<file path="src/rtl/nw_edge_probe_pkg.sv">
// nw_edge_probe_pkg
// Shared definitions for the north-edge capture probe:
//   - probe_state_e : capture FSM states
//   - WORD_W and field offsets of the 36-bit capture word
//     {N4END, N2END, N2MID, N1END}, N1END in the low nibble
//   - turn_idx()    : index reversal used by the southward turnaround
package nw_edge_probe_pkg;

  typedef enum logic [1:0] {
    ST_IDLE    = 2'd0,
    ST_ARMED   = 2'd1,
    ST_CAPTURE = 2'd2,
    ST_DONE    = 2'd3
  } probe_state_e;

  localparam int unsigned N1_W      = 4;
  localparam int unsigned N2_W      = 8;
  localparam int unsigned N4_W      = 16;
  localparam int unsigned WORD_W    = 36;
  localparam int unsigned OFF_N1    = 0;
  localparam int unsigned OFF_N2MID = 4;
  localparam int unsigned OFF_N2END = 12;
  localparam int unsigned OFF_N4    = 20;

  // Bit i of a southward wire group is driven by bit (width-1-i) of the
  // matching northward group.
  function automatic int unsigned turn_idx(input int unsigned width,
                                           input int unsigned idx);
    return width - 32'd1 - idx;
  endfunction

endpackage

</file>
<file path="src/rtl/nw_edge_probe_fifo.sv">
// nw_edge_probe_fifo
// Synchronous FIFO holding captured words.
// Ports:
//   clk, rst     : clock, synchronous active-high reset
//   clr          : synchronous pointer clear (start of a new capture)
//   push, din    : write request and data (caller must not push when full
//                  unless popping on the same edge)
//   pop          : read request; ignored while empty
//   head         : oldest entry, forced to zero while empty
//   full, empty  : occupancy flags
//   count        : number of stored entries
// Pointers are one bit wider than the address so full and empty can be
// told apart: equal pointers mean empty, equal address bits with differing
// MSBs mean full.
module nw_edge_probe_fifo #(
  parameter int unsigned DEPTH = 4,
  parameter int unsigned WIDTH = 36
) (
  input  logic                     clk,
  input  logic                     rst,
  input  logic                     clr,
  input  logic                     push,
  input  logic                     pop,
  input  logic [WIDTH-1:0]         din,
  output logic [WIDTH-1:0]         head,
  output logic                     full,
  output logic                     empty,
  output logic [$clog2(DEPTH):0]   count
);

  localparam int unsigned AW = $clog2(DEPTH);
  localparam int unsigned PW = AW + 1;

  logic [PW-1:0]    wr_ptr_r;
  logic [PW-1:0]    rd_ptr_r;
  logic [WIDTH-1:0] mem_r [DEPTH];
  logic             do_pop_s;

  assign empty    = (wr_ptr_r == rd_ptr_r);
  assign full     = (wr_ptr_r[AW] != rd_ptr_r[AW]) &&
                    (wr_ptr_r[AW-1:0] == rd_ptr_r[AW-1:0]);
  assign count    = wr_ptr_r - rd_ptr_r;
  assign do_pop_s = pop && !empty;
  assign head     = empty ? {WIDTH{1'b0}} : mem_r[rd_ptr_r[AW-1:0]];

  // Pointer update; clear wins over any concurrent pop.
  always_ff @(posedge clk) begin
    if (rst || clr) begin
      wr_ptr_r <= {PW{1'b0}};
      rd_ptr_r <= {PW{1'b0}};
    end else begin
      if (push) begin
        wr_ptr_r <= wr_ptr_r + PW'(1'b1);
      end
      if (do_pop_s) begin
        rd_ptr_r <= rd_ptr_r + PW'(1'b1);
      end
    end
  end

  // Storage write; contents need no reset because head is gated by empty.
  always_ff @(posedge clk) begin
    if (push && !clr) begin
      mem_r[wr_ptr_r[AW-1:0]] <= din;
    end
  end

endmodule

</file>
<file path="src/rtl/nw_edge_probe.sv">
// nw_edge_probe
// North-edge termination with a debug capture tap. Every north-going wire
// is returned southward with its index reversed; in parallel the bundle
// can be snapshotted into a FIFO on a trigger and read out over a
// valid/ready port.
// Ports:
//   UserCLK, RESET             : clock, synchronous active-high reset
//   N1END/N2MID/N2END/N4END    : north-going wire bundle (capture source)
//   S1BEG/S2BEG/S2BEGb/S4BEG   : index-reversed southward return wires
//   arm, trig_mode             : start capture; 0 = immediate, 1 = match
//   match_val, match_mask      : N4END compare value and participating bits
//   rd_valid, rd_ready, rd_data: FIFO readout {N4END,N2END,N2MID,N1END}
//   busy                       : capture armed or in progress
//   trig_delay                 : cycles spent waiting for trigger, saturating
// Build option:
//   NW_EDGE_PROBE_LOOPBACK_REG_EN - register the southward wires on UserCLK
//   (one cycle latency, reset to zero). Default: combinational wiring.
module nw_edge_probe
  import nw_edge_probe_pkg::*;
#(
  parameter int unsigned DEPTH = 4,
  parameter int unsigned CNT_W = 16
) (
  input  logic              UserCLK,
  input  logic              RESET,
  input  logic [3:0]        N1END,
  input  logic [7:0]        N2MID,
  input  logic [7:0]        N2END,
  input  logic [15:0]       N4END,
  output logic [3:0]        S1BEG,
  output logic [7:0]        S2BEG,
  output logic [7:0]        S2BEGb,
  output logic [15:0]       S4BEG,
  input  logic              arm,
  input  logic              trig_mode,
  input  logic [15:0]       match_val,
  input  logic [15:0]       match_mask,
  output logic              rd_valid,
  input  logic              rd_ready,
  output logic [35:0]       rd_data,
  output logic              busy,
  output logic [CNT_W-1:0]  trig_delay
);

  localparam int unsigned       PW      = $clog2(DEPTH) + 1;
  localparam logic [PW-1:0]     DEPTH_C = PW'(DEPTH);

  probe_state_e      state_r;
  probe_state_e      state_s;
  logic [PW-1:0]     cap_cnt_r;
  logic [PW-1:0]     cap_cnt_s;
  logic [CNT_W-1:0]  trig_delay_r;
  logic [CNT_W-1:0]  trig_delay_s;
  logic              push_s;
  logic              clr_s;
  logic              trig_s;
  logic [WORD_W-1:0] word_s;
  logic              fifo_full_s;
  logic              fifo_empty_s;
  logic              fifo_pop_s;
  logic              fifo_push_s;
  logic [PW-1:0]     fifo_count_s;

  logic [3:0]        s1_s;
  logic [7:0]        s2_s;
  logic [7:0]        s2b_s;
  logic [15:0]       s4_s;

  // ---------------------------------------------------------------------
  // Southward turnaround
  // ---------------------------------------------------------------------
  for (genvar g = 0; g < N1_W; g++) begin : g_s1
    assign s1_s[g] = N1END[turn_idx(N1_W, g)];
  end
  for (genvar g = 0; g < N2_W; g++) begin : g_s2
    assign s2_s[g]  = N2MID[turn_idx(N2_W, g)];
    assign s2b_s[g] = N2END[turn_idx(N2_W, g)];
  end
  for (genvar g = 0; g < N4_W; g++) begin : g_s4
    assign s4_s[g] = N4END[turn_idx(N4_W, g)];
  end

`ifdef NW_EDGE_PROBE_LOOPBACK_REG_EN
  // Registered southward return wires.
  always_ff @(posedge UserCLK) begin
    if (RESET) begin
      S1BEG  <= 4'h0;
      S2BEG  <= 8'h00;
      S2BEGb <= 8'h00;
      S4BEG  <= 16'h0000;
    end else begin
      S1BEG  <= s1_s;
      S2BEG  <= s2_s;
      S2BEGb <= s2b_s;
      S4BEG  <= s4_s;
    end
  end
`else
  assign S1BEG  = s1_s;
  assign S2BEG  = s2_s;
  assign S2BEGb = s2b_s;
  assign S4BEG  = s4_s;
`endif

  // ---------------------------------------------------------------------
  // Capture word and trigger
  // ---------------------------------------------------------------------
  assign word_s[OFF_N1    +: N1_W] = N1END;
  assign word_s[OFF_N2MID +: N2_W] = N2MID;
  assign word_s[OFF_N2END +: N2_W] = N2END;
  assign word_s[OFF_N4    +: N4_W] = N4END;

  // A zero mask makes the compare trivially true.
  assign trig_s = !trig_mode ||
                  ((N4END & match_mask) == (match_val & match_mask));

  assign fifo_pop_s  = rd_ready && !fifo_empty_s;
  assign fifo_push_s = push_s && (!fifo_full_s || fifo_pop_s);

  // ---------------------------------------------------------------------
  // Capture FSM
  // ---------------------------------------------------------------------
  // Next-state, write strobe, capture count and trigger-delay update.
  always_comb begin
    state_s      = state_r;
    cap_cnt_s    = cap_cnt_r;
    trig_delay_s = trig_delay_r;
    push_s       = 1'b0;
    clr_s        = 1'b0;
    case (state_r)
      ST_IDLE: begin
        if (arm) begin
          state_s      = ST_ARMED;
          clr_s        = 1'b1;
          cap_cnt_s    = {PW{1'b0}};
          trig_delay_s = {CNT_W{1'b0}};
        end else begin
          state_s = ST_IDLE;
        end
      end
      ST_ARMED: begin
        if (trig_s) begin
          push_s    = 1'b1;
          cap_cnt_s = cap_cnt_r + PW'(1'b1);
          // cap_cnt_r is zero here, so this only ends a one-word capture.
          if (cap_cnt_s == DEPTH_C) begin
            state_s = ST_DONE;
          end else begin
            state_s = ST_CAPTURE;
          end
        end else if (trig_delay_r != {CNT_W{1'b1}}) begin
          trig_delay_s = trig_delay_r + CNT_W'(1'b1);
        end else begin
          trig_delay_s = trig_delay_r;
        end
      end
      ST_CAPTURE: begin
        push_s    = 1'b1;
        cap_cnt_s = cap_cnt_r + PW'(1'b1);
        if (cap_cnt_s == DEPTH_C) begin
          state_s = ST_DONE;
        end else begin
          state_s = ST_CAPTURE;
        end
      end
      ST_DONE: begin
        // Leave once the FIFO is drained: already empty, or last pop now.
        if (fifo_empty_s) begin
          state_s = ST_IDLE;
        end else if (fifo_pop_s && (fifo_count_s == PW'(1'b1))) begin
          state_s = ST_IDLE;
        end else begin
          state_s = ST_DONE;
        end
      end
      default: begin
        state_s = ST_IDLE;
      end
    endcase
  end

  // FSM and counter registers.
  always_ff @(posedge UserCLK) begin
    if (RESET) begin
      state_r      <= ST_IDLE;
      cap_cnt_r    <= {PW{1'b0}};
      trig_delay_r <= {CNT_W{1'b0}};
    end else begin
      state_r      <= state_s;
      cap_cnt_r    <= cap_cnt_s;
      trig_delay_r <= trig_delay_s;
    end
  end

  nw_edge_probe_fifo #(
    .DEPTH (DEPTH),
    .WIDTH (WORD_W)
  ) u_fifo (
    .clk   (UserCLK),
    .rst   (RESET),
    .clr   (clr_s),
    .push  (fifo_push_s),
    .pop   (fifo_pop_s),
    .din   (word_s),
    .head  (rd_data),
    .full  (fifo_full_s),
    .empty (fifo_empty_s),
    .count (fifo_count_s)
  );

  assign rd_valid   = !fifo_empty_s;
  assign busy       = (state_r == ST_ARMED) || (state_r == ST_CAPTURE);
  assign trig_delay = trig_delay_r;

endmodule

</file>
<file path="config.mk">
export PLATFORM = sky130hd
export DESIGN_NAME = nw_edge_probe
export DESIGN_NICKNAME = d
export VERILOG_FILES = /design/src/rtl/nw_edge_probe_pkg.sv /design/src/rtl/nw_edge_probe_fifo.sv /design/src/rtl/nw_edge_probe.sv
export SDC_FILE = /design/constraint.sdc
export NUM_CORES = 1
export LEC_CHECK = 0
export ABC_AREA = 1
export CORE_MARGIN = 2
export CORE_UTILIZATION = 45
export CTS_CLUSTER_DIAMETER = 30
export DETAILED_ROUTE_END_ITERATION = 16
export GPL_ROUTABILITY_DRIVEN = 0
export PLACE_DENSITY = 0.8
export SETUP_SLACK_MARGIN = 0.02
export SYNTH_ARGS = -nofsm -noshare
export SYNTH_HDL_FRONTEND = slang
export SYNTH_SLANG_ARGS = --single-unit
</file>
<file path="constraint.sdc">
create_clock -name UserCLK -period 8.32 [get_ports UserCLK]
set_input_delay 2.08 -clock UserCLK [delete_from_list [all_inputs] [get_ports UserCLK]]
set_output_delay 2.08 -clock UserCLK [all_outputs]
set_load 0.05 [all_outputs]
</file>
==> summary by stage, run 1 <==
Critical path
The largest fanout on the critical path is 7. The worst-path cell with the longest stage delay is sky130_fd_sc_hd__clkdlybuf4s50_1. The sort of element at the end of the critical path is an output port. The startpoint kind of the worst setup timing path is an input port. The signal on the critical path passes through clkdlybuf4s50_1 -> clkdlybuf4s50_1.

The startpoint-to-endpoint class of the critical path is in2out. The stage delay of the slowest cell on the critical path is 0.86 ns. The data required time at the worst endpoint is 6.24 ns. The kind of cell with the highest combined delay on the critical path is buffers and inverters.

In this design, the critical path's most frequently occurring cell is sky130_fd_sc_hd__clkdlybuf4s50_1. The data arrival time of the worst path is 3.58 ns. The critical path buffer and inverter count is 2.

Synth
Counting every instance in the synthesized netlist gives 818. The post-synthesis register bit count is 173. Yosys printed 0 warnings. The cell type with the largest total area after synthesis is sky130_fd_sc_hd__edfxtp_1. Sequential elements use 61.1% of the synthesized area. By area the synthesized netlist is led by sky130_fd_sc_hd__edfxtp_1 (54%), sky130_fd_sc_hd__nor2_1 (9.7%), sky130_fd_sc_hd__dfxtp_1 (7.2%). The top cell type's share of synthesized area is 53.9%. The mapped netlist covers 8030 sq um. The net count after synthesis is 907. The average size of a mapped cell is 9.81 sq um. Counting distinct cell types in the post-synthesis netlist gives 33.

STA
For the pin with the worst max-slew slack, the measured transition is 1.14 ns. The clock period minus final worst setup slack is 5.66 ns. Across the routed clock network, the largest skew measured is 0.0124 ns.

For this run, the top clock speed supported by timing is 177 MHz. Setup repair after global routing left no endpoint under its margin. Setup violations remaining at the end of the flow were counted as 0. In the final timing run, aggregate negative setup slack is 0 ns.

The final max-slew violation count is 0. The headroom to the max-slew limit is 24.1%. The share of the cycle needed by the critical path after routing is 68.0%. The number of hold violations in the final report was 0.

Placement
Including well taps, the total number of placed cells is 1144. Once placement finished, the instance area stood at 9610 sq um. During placement, the flow inserted port buffers numbering 162. Summed over all nets, the half-perimeter wirelength after detailed placement is 11.5 mm.

Global routing
The maximum number of pins on one net before global-route repair is 73. The number of global-route vias before repair is 5535. The number of antenna violations at the first check in global routing is 1.

The residual overflow from global routing is 0. The first-pass GRT wire length is 27.8 mm. Global routing consumed, over all layers together, 19.5% of the routing resources.

CTS
The total clock buffers created by CTS is 17. The deepest clock path buffer count is 2. The insertion delay to the later sink of the worst-skew pair is 0.42 ns.

The number of post-CTS setup repair buffers is 0. The hold buffer count at cts is 0. The cell sitting at the root of the clock tree is a sky130_fd_sc_hd__clkbuf_16. TritonCTS built the clock tree. The clock-pin transition on the worst setup and hold timing paths is 0.06 ns. The CTS sink count is 173. Gates resized during post-CTS repair numbered 0. The H-tree was split into 4 levels.

Die
The height of the chip is 138 um. The area enclosed by the die boundary is 18900 sq um. The starting density of the core is 46.2%. The row count is 48.

Pin placement for this block handled 163 I/O pins. The floorplan die width is 138 um. The placeable core region is 17400 sq um.

Flow run
The tool flagged a number of max-cap violations equal to 0.

Final layout
Compared with the post-synthesis result, the final layout area differs by 27.1%. The number of filler cells placed in the layout is 1446. The area of all placed cells without fillers is 10200 sq um.

The final layout contains 1027 nets. The share of layout cells above drive strength 1 is 7.47%. At the end of the flow the core is filled with cells to 58.8%.

Excluding fillers, the count of instances in the completed layout stands at 1177.

Routing
The detailed router placed 6006 vias in this run. After the first detailed-routing iteration, the DRC count stood at 463. Using the TritonRoute via totals, the vias-per-cell ratio works out to 5.10. The remaining antenna violation count after routing is 0.

After detailed routing, the average wire length per cell comes to 15.5 um. The remaining routing DRC violations is 0. Wires add up to 18.2 mm.

The number of search-and-repair iterations in the first detailed-routing pass is 5.

Hold path
The type of the most critical hold path is reg2reg.

Power and ir drop
The worst-case vdd ir drop is 0.138 mV. The power density normalized to cell area is 193 nW/um^2. In this run the static leakage power is 3.61 nW.

Run status
The run finished with clean final reports.
synthesized netlist by cell type:
cell type,n
sky130_fd_sc_hd__nor2_1,207
sky130_fd_sc_hd__edfxtp_1,144
sky130_fd_sc_hd__nand2_1,98
sky130_fd_sc_hd__o21ai_0,65
sky130_fd_sc_hd__a21oi_1,51
sky130_fd_sc_hd__inv_1,44
sky130_fd_sc_hd__buf_4,36
sky130_fd_sc_hd__dfxtp_1,29
sky130_fd_sc_hd__nand3_1,22
sky130_fd_sc_hd__clkbuf_1,21
sky130_fd_sc_hd__o21ai_1,21
sky130_fd_sc_hd__ha_1,15
sky130_fd_sc_hd__a21oi_2,11
sky130_fd_sc_hd__nand3b_1,8
sky130_fd_sc_hd__buf_1,6
sky130_fd_sc_hd__nor3_1,6
sky130_fd_sc_hd__xor2_1,6
sky130_fd_sc_hd__nand4_1,4
sky130_fd_sc_hd__inv_2,3
sky130_fd_sc_hd__buf_2,2
sky130_fd_sc_hd__buf_6,2
sky130_fd_sc_hd__nand2_2,2
sky130_fd_sc_hd__nor2_2,2
sky130_fd_sc_hd__nor2_4,2
sky130_fd_sc_hd__nor3_2,2
sky130_fd_sc_hd__or2_2,2
sky130_fd_sc_hd__clkinv_1,1
sky130_fd_sc_hd__fa_1,1
sky130_fd_sc_hd__inv_4,1
sky130_fd_sc_hd__nand2_4,1
sky130_fd_sc_hd__nand3_2,1
sky130_fd_sc_hd__nor3b_1,1
sky130_fd_sc_hd__or2_4,1
placed cells by master (no fill, tap or decap), drive strengths merged:
cell	Yosys	final
nand3b	8	8
xor2	6	6
clkinvlp	0	4
buf	46	6
nand4	4	4
nor2	211	211
nand2	101	101
nor3	8	8
nor3b	1	1
o21ai	86	86
or2	3	3
dfxtp	29	29
clkinv	1	3
nand3	23	23
clkbuf	21	19
edfxtp	144	144
clkdlybuf4s50	0	162
ha	15	15
diode	0	1
a21oi	62	62
bufinv	0	2
fa	1	1
inv	48	53
tightest hold or removal path, cell delays in order (launching register included):
cell and delay [ns]:
sky130_fd_sc_hd__dfxtp_1 0.30, sky130_fd_sc_hd__inv_1 0.06, sky130_fd_sc_hd__a21oi_1 0.06
metrics by stage:
step                      hold slack (ns)  total power [mW]  setup WS, ns
after floorplan                     0.432              1.12          3.42
after global placement              0.448              1.20          2.71
after detailed placement            0.460              1.20          2.67
after CTS                           0.470              1.98          2.62
after global routing                0.486              2.03          2.49
final                               0.461              1.96          2.66
power breakdown:
part           total, mW  switching (mW)  internal, mW  leakage [nW]
logic              0.228           0.145        0.0829          1.80
clock network      0.780           0.331         0.450         0.276
registers          0.956         0.00968         0.946          1.53
total               1.96           0.486          1.48          3.61
per-layer routing:
layer | global-route usage [%] | up-vias | routed length [um]
met5 | 0 | - | 0
met4 | 5.96 | 0 | 193
met3 | 4.64 | 17 | 1510
met2 | 34.2 | 231 | 9270
met1 | 23.8 | 2793 | 7260
li1 | - | 2965 | -
cells by family (layout without fill, tap and decap cells):
family,count (synthesis),in the layout,synth area share [%]
AND/OR/NAND/NOR,359,359,18.5
buffers and inverters,116,249,7.36
XOR/XNOR,6,6,0.655
AO/OA/AOI/OAI,148,148,9.74
other,0,1,0
adder cells (fa/ha/maj),16,16,2.59
flip-flops,173,173,61.1
sequential cells by signal, indices dropped and copies added, names as in the netlist, named ones only:
register	count
u_fifo.mem_r	144
trig_delay	16
cap_cnt_r	3
u_fifo.rd_ptr_r	3
u_fifo.wr_ptr_r	3
state_r	2
cell type report:
| type | instances | area, sq um | area share (%) |
|---|---|---|---|
| Tap cell | 225 | 282 | 2.76 |
| Multi-Input combinational cell | 529 | 2570 | 25.2 |
| Antenna cell | 1 | 2.50 | 0.0245 |
| Timing Repair Buffer | 168 | 1670 | 16.3 |
| Clock buffer | 19 | 433 | 4.24 |
| Sequential cell | 173 | 4910 | 48.1 |
| Inverter | 49 | 186 | 1.83 |
| Clock inverter | 13 | 155 | 1.52 |
final timing paths:
check,start,to,slack (ns),cells past startpoint
hold / removal,cap_cnt_r[2]$_SDFFE_PP0P_,cap_cnt_r[2]$_SDFFE_PP0P_,0.46,2
hold reg to reg,cap_cnt_r[2]$_SDFFE_PP0P_,cap_cnt_r[2]$_SDFFE_PP0P_,0.46,2
setup / recovery,N4END[2],S4BEG[13],2.66,2
setup reg to reg,state_r[1]$_SDFFE_PP0P_,u_fifo.mem_r[1][13]$_DFFE_PP_,5.29,7
Power figures use the tool's default switching activity.
==> inputs of run 2 (changes only) <==
Settings changed: PLACE_DENSITY 0.8 to 0.83.
Clock period 8.32 ns to 4.68 ns, I/O delays scaled along.
==> summary by stage, run 2 (synthesis gave the netlist of run 1 again) <==
Placement
The worst slack at placement was 0.448 ns (-2.23 ns). The count of buffers inserted at the top-level ports is 162 (unchanged). The placed wire-length estimate after detailed placement is 12.1 mm (+5.8%). The cell count after placement is 1148 (+0.35%).

STA
The headroom to the max-slew limit was 30.0% (+5.9 points). Dividing the final minimum period by the clock period gives 83.5%. The upper clock frequency limit is 256 MHz.

The number of setup violations in the final report is 0 (unchanged). The pin slew with the least headroom to its limit is 1.05 ns (-0.0877 ns). The setup total negative slack is 0 ns (unchanged). Setup repair after global routing left no endpoint under its margin. Subtracting the final worst setup slack from the clock period gives 3.91 ns. The setup clock skew after layout is 0.00564 ns (-0.00674 ns). The final critical-path setup slack is 0.772 ns (-1.89 ns). The number of hold violations in the final report came to 0 (unchanged). The final max-slew violation count is 0 (unchanged).

Run status
The run finished with clean final reports.

Critical path
The startpoint kind of the worst setup timing path is an input port. The number of cells traversed by the worst register-to-register path is 8 (+1). The largest fanout on the critical path is 27 (+20). The startpoint of the lowest-slack register-to-register path is u_fifo.wr_ptr_r[0]$_SDFFE_PP0P_.

The data required time at the worst endpoint is 4.74 ns (-1.50 ns). The sort of element at the end of the critical path is a flop. The setup slack of the most critical reg-to-reg path came to 2.08 ns (-3.21 ns). The endpoint identified for the worst register-to-register timing path is u_fifo.mem_r[1][27]$_DFFE_PP_. The data arrival time of the worst path is 3.97 ns (+0.39 ns). The startpoint-to-endpoint class of the critical path is in2reg.

Die
The height of the chip is 138 um (unchanged). The row count is 48 (unchanged). The area enclosed by the die boundary is 18900 sq um (unchanged). The floorplan die width came to 138 um (unchanged). The placeable core region is 17400 sq um (unchanged).

The starting density of the core is 46.2% (unchanged). The number of top-level design ports was 163 (unchanged).

Flow run
The max-capacitance violation count is 0 (unchanged).

CTS
The tree is rooted in a sky130_fd_sc_hd__clkbuf_16. The hold buffer count at cts is 0 (unchanged). The total clock buffers created by CTS is 17 (unchanged). The insertion delay to the later sink of the worst-skew pair is 0.41 ns (about the same). The CTS sink count is 173 (unchanged). The clock tree from TritonCTS is yes. The number of resized instances in the post-cts repair step is 0 (unchanged).

The clock-pin transition on the worst setup and hold timing paths came to 0.06 ns (about the same). The number of post-CTS setup repair buffers is 0 (unchanged). The depth of the CTS H-tree is 4 (unchanged). The deepest clock path buffer count is 2 (unchanged).

Power and ir drop
The worst-case vdd ir drop is 0.265 mV (+92%). The power density normalized to cell area is 322 nW/um^2 (+67%). The leakage component of the power is 3.79 nW (+5.0%).

Global routing
The number of antenna violations at the first check in global routing is 0 (-1). The first-pass GRT wire length is 29.1 mm (+4.5%). The maximum number of pins on one net before global-route repair came to 73 (unchanged). The residual overflow from global routing came to 0 (unchanged). The number of global-route vias before repair is 5815 (+5.1%). The overall fraction of global-route tracks in use is 20.3% (+0.83 points).

Routing
The via density per instance is 5.16 (+1.1%). The wire length per cell after detailed routing is 15.9 um (+2.7%). The remaining antenna violation count after routing is 0 (unchanged). The DRC marker count from the first detailed-route iteration came to 484 (+4.5%). The number of search-and-repair iterations in the first detailed-routing pass was 5 (unchanged). The total wirelength of the detailed-routed design is 18.8 mm (+2.9%). The remaining routing DRC violations came to 0 (unchanged). The total number of vias is 6080 (+1.2%).

Final layout
The filler-free cell count of the finished design came to 1179 (+0.17%). The most common cell after layout, fill and taps aside is sky130_fd_sc_hd__nor2_1. The layout net count is 1031 (+0.39%). The number of diodes added for antenna fixing is 0 (-1). The end-of-flow core utilization is 60.9% (+2.1 points). Relative to the synthesized area, the layout overhead comes to 31.7%. The flip-flop count of the largest register after layout came to 144 (unchanged). In the layout the commonest cells are sky130_fd_sc_hd__nor2_1 (202), sky130_fd_sc_hd__edfxtp_1 (144), sky130_fd_sc_hd__clkdlybuf4s50_1 (126), sky130_fd_sc_hd__nand2_1 (98), sky130_fd_sc_hd__o21ai_0 (65). The share of layout cells above drive strength 1 is 11.3% (+3.9 points).

Hold path
The number of cells on the worst hold path is 2 (unchanged). The type of the most critical hold path is reg2reg. The startpoint identified for the worst hold timing path is cap_cnt_r[2]$_SDFFE_PP0P_. The hold path endpoint is cap_cnt_r[2]$_SDFFE_PP0P_.
[run 2: changes by cell type in the layout (fill, tap and decap cells not counted), sizes merged, moves of 2 or more]
cell	delta
inv	-4
clkinvlp	-2
clkdlybuf4s50	-36
clkinv	+6
buf	+40
[run 2: final cells by class]
type	instances	area, sq um
inverter	49	186
multi-input combinational	529	2570
sequential	173	4910
clock buffer	19	433
tap	225	282
clock inverter	12	98.8
fill	1321	6790
timing repair buffer	172	2090
[run 2: stage by stage]
stage,hold WS [ns],area (sq um),total power [mW]
2_1_floorplan,0.432,8030,1.99
3_3_place_gp,0.449,10000,2.15
3_5_place_dp,0.453,10000,2.16
4_1_cts,0.462,10600,3.42
5_1_grt,0.492,10600,3.51
6_report,0.458,10600,3.40
[run 2: routing by layer]
| layer | track usage (%) | part of all wire [%] | vias to the layer above |
|---|---|---|---|
| met5 | 0 | 0 | - |
| met4 | 7.10 | 1.4 | 0 |
| met3 | 5.37 | 8.7 | 20 |
| met2 | 34.1 | 50 | 276 |
| met1 | 25.5 | 40 | 2820 |
| li1 | - | - | 2964 |
[run 2: worst max path at each step]
| stage | startpoint | to | slack, ns | cells after the start |
|---|---|---|---|---|
| 2_1_floorplan | N4END[3] | u_fifo.mem_r[0][0]$_DFFE_PP_ | 0.69 | 11 |
| 3_3_place_gp | N4END[0] | u_fifo.mem_r[2][27]$_DFFE_PP_ | 0.55 | 14 |
| 3_5_place_dp | N4END[0] | u_fifo.mem_r[2][27]$_DFFE_PP_ | 0.45 | 14 |
| 4_1_cts | N4END[12] | S4BEG[3] | 0.79 | 2 |
| 5_1_grt | N4END[12] | u_fifo.mem_r[1][30]$_DFFE_PP_ | 0.61 | 14 |
| 6_report | N4END[12] | u_fifo.mem_r[1][27]$_DFFE_PP_ | 0.77 | 14 |
[run 2: critical path: stages]
cell and delay (ns):
sky130_fd_sc_hd__clkdlybuf4s50_1 0.68, sky130_fd_sc_hd__nand2_1 0.12, sky130_fd_sc_hd__nand2_1 0.09, sky130_fd_sc_hd__nor2_1 0.04
sky130_fd_sc_hd__nor2_1 0.15, sky130_fd_sc_hd__nand2_1 0.07, sky130_fd_sc_hd__nor2_1 0.17, sky130_fd_sc_hd__nand2_1 0.11
sky130_fd_sc_hd__nand2_1 0.09, sky130_fd_sc_hd__nand2_1 0.11, sky130_fd_sc_hd__nand2_1 0.17, sky130_fd_sc_hd__nand3_1 0.33
sky130_fd_sc_hd__nor2_4 0.22, sky130_fd_sc_hd__buf_4 0.42
[run 2: where the power goes]
part / internal (mW) / switching [mW]
combinational: 0.162 / 0.267
sequential: 1.68 / 0.0160
clock: 0.724 / 0.548
total: 2.57 / 0.831
